[src/rtl/lfsr_stream_cipher.sv]
// LFSR stream-cipher engine.
// Encrypt: frames a message with a PAD preamble and PAD tail, then XORs the frame with an LFSR keystream.
// Decrypt: recovers the seed and tap mask from the PAD preamble, then emits plaintext with leading PAD stripped.
module lfsr_stream_cipher #(
    parameter int           W         = 8,
    parameter int           FRAME_LEN = 64,
    parameter int           MSG_LEN   = 41,
    parameter int           NUM_PTRN  = 8,
    parameter int           DET_LEN   = 8,
    parameter logic [W-1:0] PAD       = 8'h20
) (
    input  logic                           clk,
    input  logic                           reset,
    input  logic                           start,
    input  logic                           mode,
    input  logic [$clog2(FRAME_LEN+1)-1:0] pre_len,
    input  logic [W-1:0]                   taps,
    input  logic [W-1:0]                   seed,
    input  logic [NUM_PTRN*W-1:0]          cand_taps,
    input  logic [W-1:0]                   s_data,
    input  logic                           s_valid,
    output logic                           s_ready,
    output logic [W-1:0]                   m_data,
    output logic                           m_valid,
    input  logic                           m_ready,
    output logic                           m_last,
    output logic                           busy,
    output logic                           done,
    output logic                           err,
    output logic [$clog2(NUM_PTRN)-1:0]    found_idx,
    output logic [W-1:0]                   found_seed
);

    localparam int PW = $clog2(FRAME_LEN + 1);
    localparam int IW = $clog2(NUM_PTRN);

    typedef enum logic [2:0] {S_IDLE, S_ENC, S_DET, S_DEC, S_DONE} state_t;

    // One LFSR step: shift left, feedback is the parity of the tapped bits.
    function automatic logic [W-1:0] lfsr_step(input logic [W-1:0] s, input logic [W-1:0] t);
        return {s[W-2:0], ^(s & t)};
    endfunction

    state_t           state_r, state_s;
    logic [PW-1:0]    pre_len_r, pos_r;
    logic [W-1:0]     taps_r, lfsr_r;
    logic             seen_r;
    logic [NUM_PTRN-1:0] alive_r;
    logic [W-1:0]     cand_r [NUM_PTRN];
    logic             busy_r, done_r, err_r;
    logic [IW-1:0]    found_idx_r;
    logic [W-1:0]     found_seed_r;
    logic             m_valid_r, m_last_r;
    logic [W-1:0]     m_data_r;

    logic             out_free_s, last_pos_s, det_last_s, in_msg_s, start_ok_s;
    logic             s_ready_s, take_s, emit_s, emit_last_s;
    logic [W-1:0]     emit_data_s, key_s;
    logic [W-1:0]     ctap_s [NUM_PTRN];
    logic [NUM_PTRN-1:0] cand_ok_s;
    logic             any_ok_s;
    logic [IW-1:0]    sel_s;

    assign out_free_s = !m_valid_r || m_ready;
    assign last_pos_s = (pos_r == PW'(FRAME_LEN - 1));
    assign det_last_s = (pos_r == PW'(DET_LEN - 1));
    assign in_msg_s   = (int'(pos_r) >= int'(pre_len_r)) && (int'(pos_r) < int'(pre_len_r) + MSG_LEN);
    assign start_ok_s = start && ((state_r == S_IDLE) || (state_r == S_DONE));

    // Compare the recovered keystream byte with every live candidate; pick the lowest match.
    always_comb begin
        key_s = s_data ^ PAD;
        sel_s = {IW{1'b0}};
        for (int j = 0; j < NUM_PTRN; j++) begin
            ctap_s[j]    = cand_taps[j*W +: W];
            cand_ok_s[j] = alive_r[j] && (key_s == cand_r[j]);
        end
        any_ok_s = |cand_ok_s;
        for (int j = NUM_PTRN - 1; j >= 0; j--) begin
            sel_s = cand_ok_s[j] ? IW'(j) : sel_s;
        end
    end

    // Next-state decode, input handshake and selection of the byte to produce.
    always_comb begin
        state_s     = state_r;
        s_ready_s   = 1'b0;
        take_s      = 1'b0;
        emit_s      = 1'b0;
        emit_data_s = {W{1'b0}};
        emit_last_s = 1'b0;
        case (state_r)
            S_IDLE, S_DONE: begin
                if (start) state_s = mode ? S_DET : S_ENC;
                else       state_s = state_r;
            end
            S_ENC: begin
                if (in_msg_s) begin
                    s_ready_s   = out_free_s;
                    take_s      = s_valid && out_free_s;
                    emit_s      = take_s;
                    emit_data_s = s_data ^ lfsr_r;
                end else begin
                    emit_s      = out_free_s;
                    emit_data_s = PAD ^ lfsr_r;
                end
                emit_last_s = last_pos_s;
                if (emit_s && last_pos_s) state_s = S_DONE;
                else                      state_s = S_ENC;
            end
            S_DET: begin
                s_ready_s = 1'b1;
                take_s    = s_valid;
                if (take_s && det_last_s) state_s = any_ok_s ? S_DEC : S_DONE;
                else                      state_s = S_DET;
            end
            S_DEC: begin
                s_ready_s   = out_free_s;
                take_s      = s_valid && out_free_s;
                emit_data_s = s_data ^ lfsr_r;
                // Leading PAD bytes are swallowed until the first real character appears.
                emit_s      = take_s && (seen_r || (emit_data_s != PAD));
                emit_last_s = last_pos_s;
                if (take_s && last_pos_s) state_s = S_DONE;
                else                      state_s = S_DEC;
            end
            default: state_s = S_IDLE;
        endcase
    end

    // FSM state register.
    always_ff @(posedge clk) begin
        if (reset) state_r <= S_IDLE;
        else       state_r <= state_s;
    end

    // Operation context, keystream LFSR, detection bank and status flags.
    always_ff @(posedge clk) begin
        if (reset) begin
            pre_len_r    <= {PW{1'b0}};
            pos_r        <= {PW{1'b0}};
            taps_r       <= {W{1'b0}};
            lfsr_r       <= {W{1'b0}};
            seen_r       <= 1'b0;
            alive_r      <= {NUM_PTRN{1'b0}};
            busy_r       <= 1'b0;
            done_r       <= 1'b0;
            err_r        <= 1'b0;
            found_idx_r  <= {IW{1'b0}};
            found_seed_r <= {W{1'b0}};
            for (int j = 0; j < NUM_PTRN; j++) cand_r[j] <= {W{1'b0}};
        end else if (start_ok_s) begin
            pre_len_r    <= pre_len;
            taps_r       <= taps;
            lfsr_r       <= seed;
            pos_r        <= {PW{1'b0}};
            seen_r       <= 1'b0;
            alive_r      <= {NUM_PTRN{1'b1}};
            busy_r       <= 1'b1;
            done_r       <= 1'b0;
            err_r        <= 1'b0;
            found_idx_r  <= {IW{1'b0}};
            found_seed_r <= {W{1'b0}};
        end else begin
            case (state_r)
                S_ENC: begin
                    if (emit_s) begin
                        lfsr_r <= lfsr_step(lfsr_r, taps_r);
                        pos_r  <= pos_r + PW'(1);
                        if (last_pos_s) begin
                            busy_r <= 1'b0;
                            done_r <= 1'b1;
                        end
                    end
                end
                S_DET: begin
                    if (take_s) begin
                        pos_r <= pos_r + PW'(1);
                        if (pos_r == {PW{1'b0}}) begin
                            // First preamble byte reveals the seed; every candidate starts from it.
                            found_seed_r <= key_s;
                            for (int j = 0; j < NUM_PTRN; j++) cand_r[j] <= lfsr_step(key_s, ctap_s[j]);
                        end else begin
                            alive_r <= cand_ok_s;
                            for (int j = 0; j < NUM_PTRN; j++) cand_r[j] <= lfsr_step(cand_r[j], ctap_s[j]);
                            if (det_last_s) begin
                                if (any_ok_s) begin
                                    found_idx_r <= sel_s;
                                    taps_r      <= ctap_s[sel_s];
                                    lfsr_r      <= lfsr_step(cand_r[sel_s], ctap_s[sel_s]);
                                end else begin
                                    err_r  <= 1'b1;
                                    done_r <= 1'b1;
                                    busy_r <= 1'b0;
                                end
                            end
                        end
                    end
                end
                S_DEC: begin
                    if (take_s) begin
                        lfsr_r <= lfsr_step(lfsr_r, taps_r);
                        pos_r  <= pos_r + PW'(1);
                        if (emit_s) seen_r <= 1'b1;
                        if (last_pos_s) begin
                            busy_r <= 1'b0;
                            done_r <= 1'b1;
                        end
                    end
                end
                default: begin
                end
            endcase
        end
    end

    // Output holding register: load a new byte, or empty once the consumer takes it.
    always_ff @(posedge clk) begin
        if (reset) begin
            m_valid_r <= 1'b0;
            m_data_r  <= {W{1'b0}};
            m_last_r  <= 1'b0;
        end else if (emit_s) begin
            m_valid_r <= 1'b1;
            m_data_r  <= emit_data_s;
            m_last_r  <= emit_last_s;
        end else if (m_valid_r && m_ready) begin
            m_valid_r <= 1'b0;
            m_last_r  <= 1'b0;
        end
    end

    assign s_ready    = s_ready_s;
    assign m_data     = m_data_r;
    assign m_valid    = m_valid_r;
    assign m_last     = m_last_r;
    assign busy       = busy_r;
    assign done       = done_r;
    assign err        = err_r;
    assign found_idx  = found_idx_r;
    assign found_seed = found_seed_r;

endmodule

[config.mk]
export PLATFORM = sky130hd
export DESIGN_NAME = lfsr_stream_cipher
export DESIGN_NICKNAME = d
export VERILOG_FILES = /design/src/rtl/lfsr_stream_cipher.sv
export SDC_FILE = /design/constraint.sdc
export NUM_CORES = 1
export LEC_CHECK = 0
export CORE_MARGIN = 3
export CORE_UTILIZATION = 40
export DETAILED_ROUTE_END_ITERATION = 16
export SKIP_CTS_REPAIR_TIMING = 1
export SYNTH_ARGS = -nofsm -noshare
export SYNTH_HDL_FRONTEND = slang
export SYNTH_SLANG_ARGS = --single-unit
[constraint.sdc]
create_clock -name clk -period 10.48 [get_ports clk]
set_input_delay 2.096 -clock clk [delete_from_list [all_inputs] [get_ports clk]]
set_output_delay 2.096 -clock clk [all_outputs]
set_load 0.03 [all_outputs]
==> run_results.csv, run 1 <==
group,metric,value,unit
outcome,status,"finished, final reports clean",
sta,slew_violations,0,
sta,fin_setup_tns,0,ps
pwr,pwr-share-clk,34.7,%
synth,synth_mux_area_share,5.519,%
job,maxCapViolations,0,
die,initial_core_util,41.40,%
route,detail_route.iter0.violations,868,
placed_design,place_congestion,0.9793,
die,rows,56,
pwr,ir_worst_vdd,0.07772,mV
min_path,hp-class,"flip-flop to flip-flop",
synth,synth_xor_area_share,19.37,%
cts,cts_buffers,17,
cells_and_area,antenna_cells,0,
pwr,p_per_area,138.6,nW/µm²
synth,ys.flop_type,"dfxtp_1",
synth,synth-simple-area-share,22.32,%
synth,synth-edff-count,64,
cts,clock_path_buffers,2,
route,viasPerCell,5.603,
grt,grt_pass1_vias,8648,
synth,synth_area,9862,µm²
pwr,p_seq_share,38.6,%
sta,timing.fmax,0.1525,GHz
placed_design,portBuffers,125,
critical_path,critical_path.cell_chain,"clkdlybuf4s50_1 -> buf_4 -> xnor2_1 -> nand2_1 -> nor3_1 -> o21ai_4 -> a22oi_4 -> buf_4 -> nand2_1 -> and3_1 -> a2111oi_0 -> nand2_1 -> xor2_1 -> xnor3_1 -> a41oi_2",
synth,synth.distinct_cells,65,
route,dr.pass1.iters,7,
die,design.portCount,126,
critical_path,crit_path_end_kind,"flip-flop",
synth,ys_warn_count,0,
sta,period_share,62.57,%
grt,grt_max_degree,61,
cts,htreeDepth,4,
critical_path,cp_max_fo,25,
route,routedWlPerCell,21.33,µm
critical_path,critPathKind,"input pin to flip-flop",
die,die_h,163.0,µm
critical_path,cp.required,10830,ps
grt,track_usage,26.07,%
cts,cts_root_buf,"clkbuf_16",
pwr,p_int,1.092,mW
placed_design,dp_hpwl,25760,µm
critical_path,cp_common_cell,"nand2_1",
critical_path,slowest_stage,"a2111oi_0",
pwr,comb_power_share,26.7,%
critical_path,cp_top_family,"compound AO/OA/AOI/OAI gates",
cts,clk_pin_slew,60,ps
critical_path,startpoint_type,"input pin",
synth,yosysSeqAreaShare,32.89,%
grt,antenna_found_initial,0,
synth,synth_compound_area_share,13.61,%
pwr,swShare,33.72,%
pwr,netSwitchingPower,555.4,µW
sta,clock_skew,16.31,ps
route,vias,9195,
synth,avgSynthCellArea,8.164,µm²
grt,grt_pass1_wl,52340,µm
cts,cts_tree,"yes",
grt,grt_overflow,0,
cells_and_area,fin_util,49.90,%
cells_and_area,final_nets,1427,
pwr,leakage,4.555,nW
sta,tightest_slew,1240,ps
sta,hold_viol,0,
placed_design,placed_cells,1609,
sta,slew_headroom,15.18,%
synth,syn_inst,1208,
synth,synth_top_family_by_area,"simple AND/OR/NAND/NOR gates",
die,core,23820,µm²
die,fp.dieW,163.0,µm
cells_and_area,final-instance-count-excl-fill,1641,
synth,ys_ff_latch,130,
synth,synthAdderAreaFrac,2.157,%
synth,syn-num-nets,1326,
cts,clock_latency,430,ps
sta,setup_viol,0,
route,drtAntennaViolNets,0,
route,wl,35000,µm
route,drc_errors,0,
cells_and_area,drive_gt1_share,5.598,%
sta,fin_crit,6558,ps
synth,synth-async-reset-ratio,0,%
cts,cts.sinks,130,
sta,rsz0062_at_grt,"no",
cells_and_area,syn_to_final_growth,20.53,%
critical_path,cpPeakStageDelay,970,ps
critical_path,worstPathArrival,6910,ps
die,dieArea,26580,µm²
critical_path,critPathBufInv,3,
## power by group through the flow
stage                     clock (mW)  sequential (mW)  combinational, mW
after floorplan                    0            0.630              0.291
after global placement             0            0.646              0.431
after detailed placement           0            0.645              0.433
after CTS                      0.575            0.634              0.436
after global routing           0.598            0.640              0.475
final                          0.572            0.635              0.439
## cell type report
| class | instances | area (µm²) |
|---|---|---|
| sequential | 130 | 3243 |
| clock buffer | 20 | 447.9 |
| fill | 2340 | 11940 |
| timing repair buffer | 144 | 1389 |
| clock inverter | 12 | 98.84 |
| multi-input combinational | 992 | 6218 |
| inverter | 24 | 90.09 |
| tap | 319 | 399.1 |
## placed cells by master (no fill, tap or decap), drive strengths merged, types with 28 or more instances in the layout
cell / Yosys / routed
a21oi: 62 / 62
xor2: 57 / 57
nand2: 340 / 340
inv: 23 / 28
mux2i: 51 / 51
nor2: 76 / 76
dfxtp: 66 / 66
clkdlybuf4s50: 0 / 124
edfxtp: 64 / 64
xnor2: 156 / 156
## sequential cells by signal (all words and copies together), names as in the netlist
register,cells
m_data,8
err,1
found_seed,8
busy,1
m_valid,1
alive_r,8
m_last,1
lfsr_r,8
state_r,3
taps_r,8
cand_r,64
pos_r,7
pre_len_r,7
seen_r,1
done,1
found_idx,3
## metal layers
layer  wire length [µm]  GRT usage [%]  up-vias
met5                  0              0        -
met2              15190          38.12      457
li1                   -              -     4330
met1              15780          37.93     4340
met4               1012          9.996        0
met3               3025          5.022       68
## worst register-to-register path, delay by kind of cell (launching register included)
| family | cells | cell delay [ps] |
|---|---|---|
| DFF | 1 | 510 |
| xor gates and xnor gates | 3 | 670 |
| and+or+nand+nor | 5 | 1270 |
| AOI/OAI and AO/OA | 4 | 2080 |
## synthesized netlist by cell type (11+ instances only)
cell      number  area, µm²
nand2_1      340       1276
xnor2_1      156       1366
nor2_1        76      285.3
dfxtp_1       66       1321
edfxtp_1      64       1922
a21oi_1       62      310.3
xor2_1        57      499.2
mux2i_1       51      510.5
clkbuf_1      36      135.1
inv_1         23      86.33
nand3_1       18      90.09
o21ai_0       18      90.09
ha_1          17      212.7
nor3_1        17      85.08
nand4_1       15      93.84
nor4_1        11      68.82
## stage by stage
stage | hold slack (ps) | setup WS (ps) | instance area [µm²] | power [mW]
global placement | 455.0 | 3738 | 11340 | 1.076
global route | 497.9 | 3777 | 11890 | 1.714
floorplan | 440.7 | 4927 | 9862 | 0.9214
detailed placement | 462.6 | 3692 | 11340 | 1.078
CTS | 471.6 | 4147 | 11890 | 1.645
finish | 468.4 | 3922 | 11890 | 1.647
## final timing paths
path | from | end | slack, ps | cells after the start
max | s_data[0] | lfsr_r[0] | 3920 | 15
max reg2reg | cand_r[1][5] | lfsr_r[0] | 5870 | 12
min reg2reg | pre_len_r[5] | pre_len_r[5] | 470 | 2
min | pre_len_r[5] | pre_len_r[5] | 470 | 2
## cell families (layout without fill, tap and decap cells)
family          after synthesis  count (layout)
compound gates              186             186
xor+xnor                    215             215
fa+ha+maj                    17              17
buf+inv                      86             200
flops                       130             130
mux                          54              54
simple gates                520             520
Note: power is estimated with default switching activity, not from simulation.
==> run 2, diff against run 1 <==
==> constraint.sdc (replaced) <==
create_clock -name clk -period 5.75 [get_ports clk]
set_input_delay 1.15 -clock clk [delete_from_list [all_inputs] [get_ports clk]]
set_output_delay 1.15 -clock clk [all_outputs]
set_load 0.03 [all_outputs]
==> run_results.csv, run 2 (synthesized netlist as in run 1, its figures left out) <==
group,metric,value,unit
cells_and_area,largest_register_ffs,64,
grt,track_usage,26.63,%
route,detail_route.iter0.violations,833,
sta,fin_setup_tns,0,ps
pwr,leakage,4.690,nW
min_path,hp-class,"flip-flop to flip-flop",
pwr,finalPower,3.022,mW
pwr,p_int,2.032,mW
cts,clock_latency,430,ps
die,initial_core_util,41.40,%
cells_and_area,syn_to_final_growth,23.00,%
sta,timing.fmax,0.1932,GHz
route,wl,35460,µm
sta,clock_skew,11.74,ps
grt,grt_overflow,0,
critical_path,crit_path_end_kind,"flip-flop",
sta,fin_crit,5177,ps
die,dieArea,26580,µm²
pwr,ir_worst_vdd,0.1618,mV
pwr,p_seq_share,38.3,%
grt,antenna_found_initial,1,
sta,setup_viol,0,
placed_design,place_congestion,0.9942,
sta,slew_headroom,19.01,%
route,routedWlPerCell,21.37,µm
cts,clk_pin_slew,60,ps
pwr,p_per_area,249.1,nW/µm²
pwr,pwr-share-clk,34.8,%
cts,clock_path_buffers,2,
die,rows,56,
die,core,23820,µm²
grt,grt_pass1_wl,53140,µm
cells_and_area,drive_gt1_share,6.796,%
die,die_h,163.0,µm
job,maxCapViolations,0,
route,dr.pass1.iters,6,
cts,htreeDepth,4,
pwr,swShare,32.75,%
cts,cts_tree,"yes",
cells_and_area,seq_area,3243,µm²
placed_design,portBuffers,125,
die,design.portCount,126,
cells_and_area,final_nets,1444,
pwr,comb_power_share,26.9,%
critical_path,cp.required,6030,ps
critical_path,critPathKind,"input pin to flip-flop",
critical_path,startpoint_type,"input pin",
cts,cts_buffers,17,
sta,rsz0062_at_grt,"no",
cts,cts.sinks,130,
outcome,status,"finished, final reports clean",
sta,tightest_slew,1212,ps
cells_and_area,final_cell_mix,"nand2_1 (340), xnor2_1 (156), clkdlybuf4s50_1 (124)",
cells_and_area,regMostFlops,"cand_r",
sta,hold_viol,0,
cells_and_area,n_fill_cell,2325,
sta,slew_violations,0,
critical_path,cp_max_fo,11,
cts,cts_root_buf,"clkbuf_16",
grt,grt_pass1_vias,8898,
route,drc_errors,0,
placed_design,dp_hpwl,26470,µm
route,viasPerCell,5.585,
cells_and_area,multi_input_area,6218,µm²
pwr,netSwitchingPower,989.7,µW
sta,period_share,90.04,%
die,fp.dieW,163.0,µm
route,drtAntennaViolNets,0,
critical_path,worstPathArrival,5450,ps
route,vias,9265,
grt,grt_max_degree,60,
cells_and_area,layout_commonest_cell,"nand2_1",
-- run 2: changes by cell type in the layout (fill, tap and decap cells not counted), sizes merged --
cell    delta
diode      +1
clkbuf     +1
clkinv     +2
buf       +17
inv        -3
-- run 2: per-stage QoR --
stage / std cells / hold WS, ps / utilization (%) / area [µm²] / setup WS, ps
floorplan: 1208 / 440.7 / - / 9862 / 1143
global placement: 1626 / 455.1 / 48.56 / 11570 / 336.0
detailed placement: 1626 / 466.0 / 48.56 / 11570 / 265.6
CTS: 1658 / 474.4 / 50.91 / 12130 / 713.3
global route: 1658 / 510.0 / 50.91 / 12130 / 308.7
finish: 1659 / 473.1 / 50.92 / 12130 / 572.7
-- run 2: final timing paths --
| check | cells past startpoint | slack [ps] | from | to |
|---|---|---|---|---|
| hold reg to reg | 2 | 470 | pre_len_r[5] | pre_len_r[5] |
| hold / removal | 2 | 470 | pre_len_r[5] | pre_len_r[5] |
| setup reg to reg | 15 | 1470 | pre_len_r[0] | lfsr_r[1] |
| setup / recovery | 13 | 570 | s_data[1] | lfsr_r[0] |
-- run 2: metal layers --
metal / share of wire [%] / track usage (%)
met3: 7.8 / 4.185
met5: 0 / 0
met1: 44 / 37.43
met4: 4.0 / 11.92
met2: 44 / 40.41
-- run 2: worst max-delay path: stages --
cell	delay, ps
clkdlybuf4s50_1	840
xnor2_1	150
nand4_1	140
or3_1	360
nand4_1	370
buf_4	270
nor2_1	620
a22oi_1	280
nand4_1	210
xnor2_1	130
xnor3_1	400
xnor3_1	400
a41oi_2	120
-- run 2: layout make-up --
class	instances	share of cell area [%]
Antenna cell	1	0.02063
Clock buffer	21	3.992
Clock inverter	11	0.6292
Inverter	24	0.7426
Multi-Input combinational cell	992	51.26
Sequential cell	130	26.74
Tap cell	319	3.290
Timing Repair Buffer	161	13.33
-- run 2: power by group through the flow --
stage	combinational, mW	sequential, mW	clock [mW]
final	0.814	1.16	1.05
after global placement	0.802	1.17	0
after CTS	0.812	1.15	1.06
after floorplan	0.531	1.15	0
after global routing	0.887	1.16	1.10
after detailed placement	0.808	1.17	0
==> run 3, diff against run 2 <==
--- a/config.mk
+++ b/config.mk
@@ -8,6 +8,7 @@
 export CORE_MARGIN = 3
 export CORE_UTILIZATION = 40
 export DETAILED_ROUTE_END_ITERATION = 16
+export HOLD_SLACK_MARGIN = 0.05
 export SKIP_CTS_REPAIR_TIMING = 1
 export SYNTH_ARGS = -nofsm -noshare
 export SYNTH_HDL_FRONTEND = slang
==> results of run 3 <==
Same layout as run 2: the final DEF is identical, and so are final timing and power.
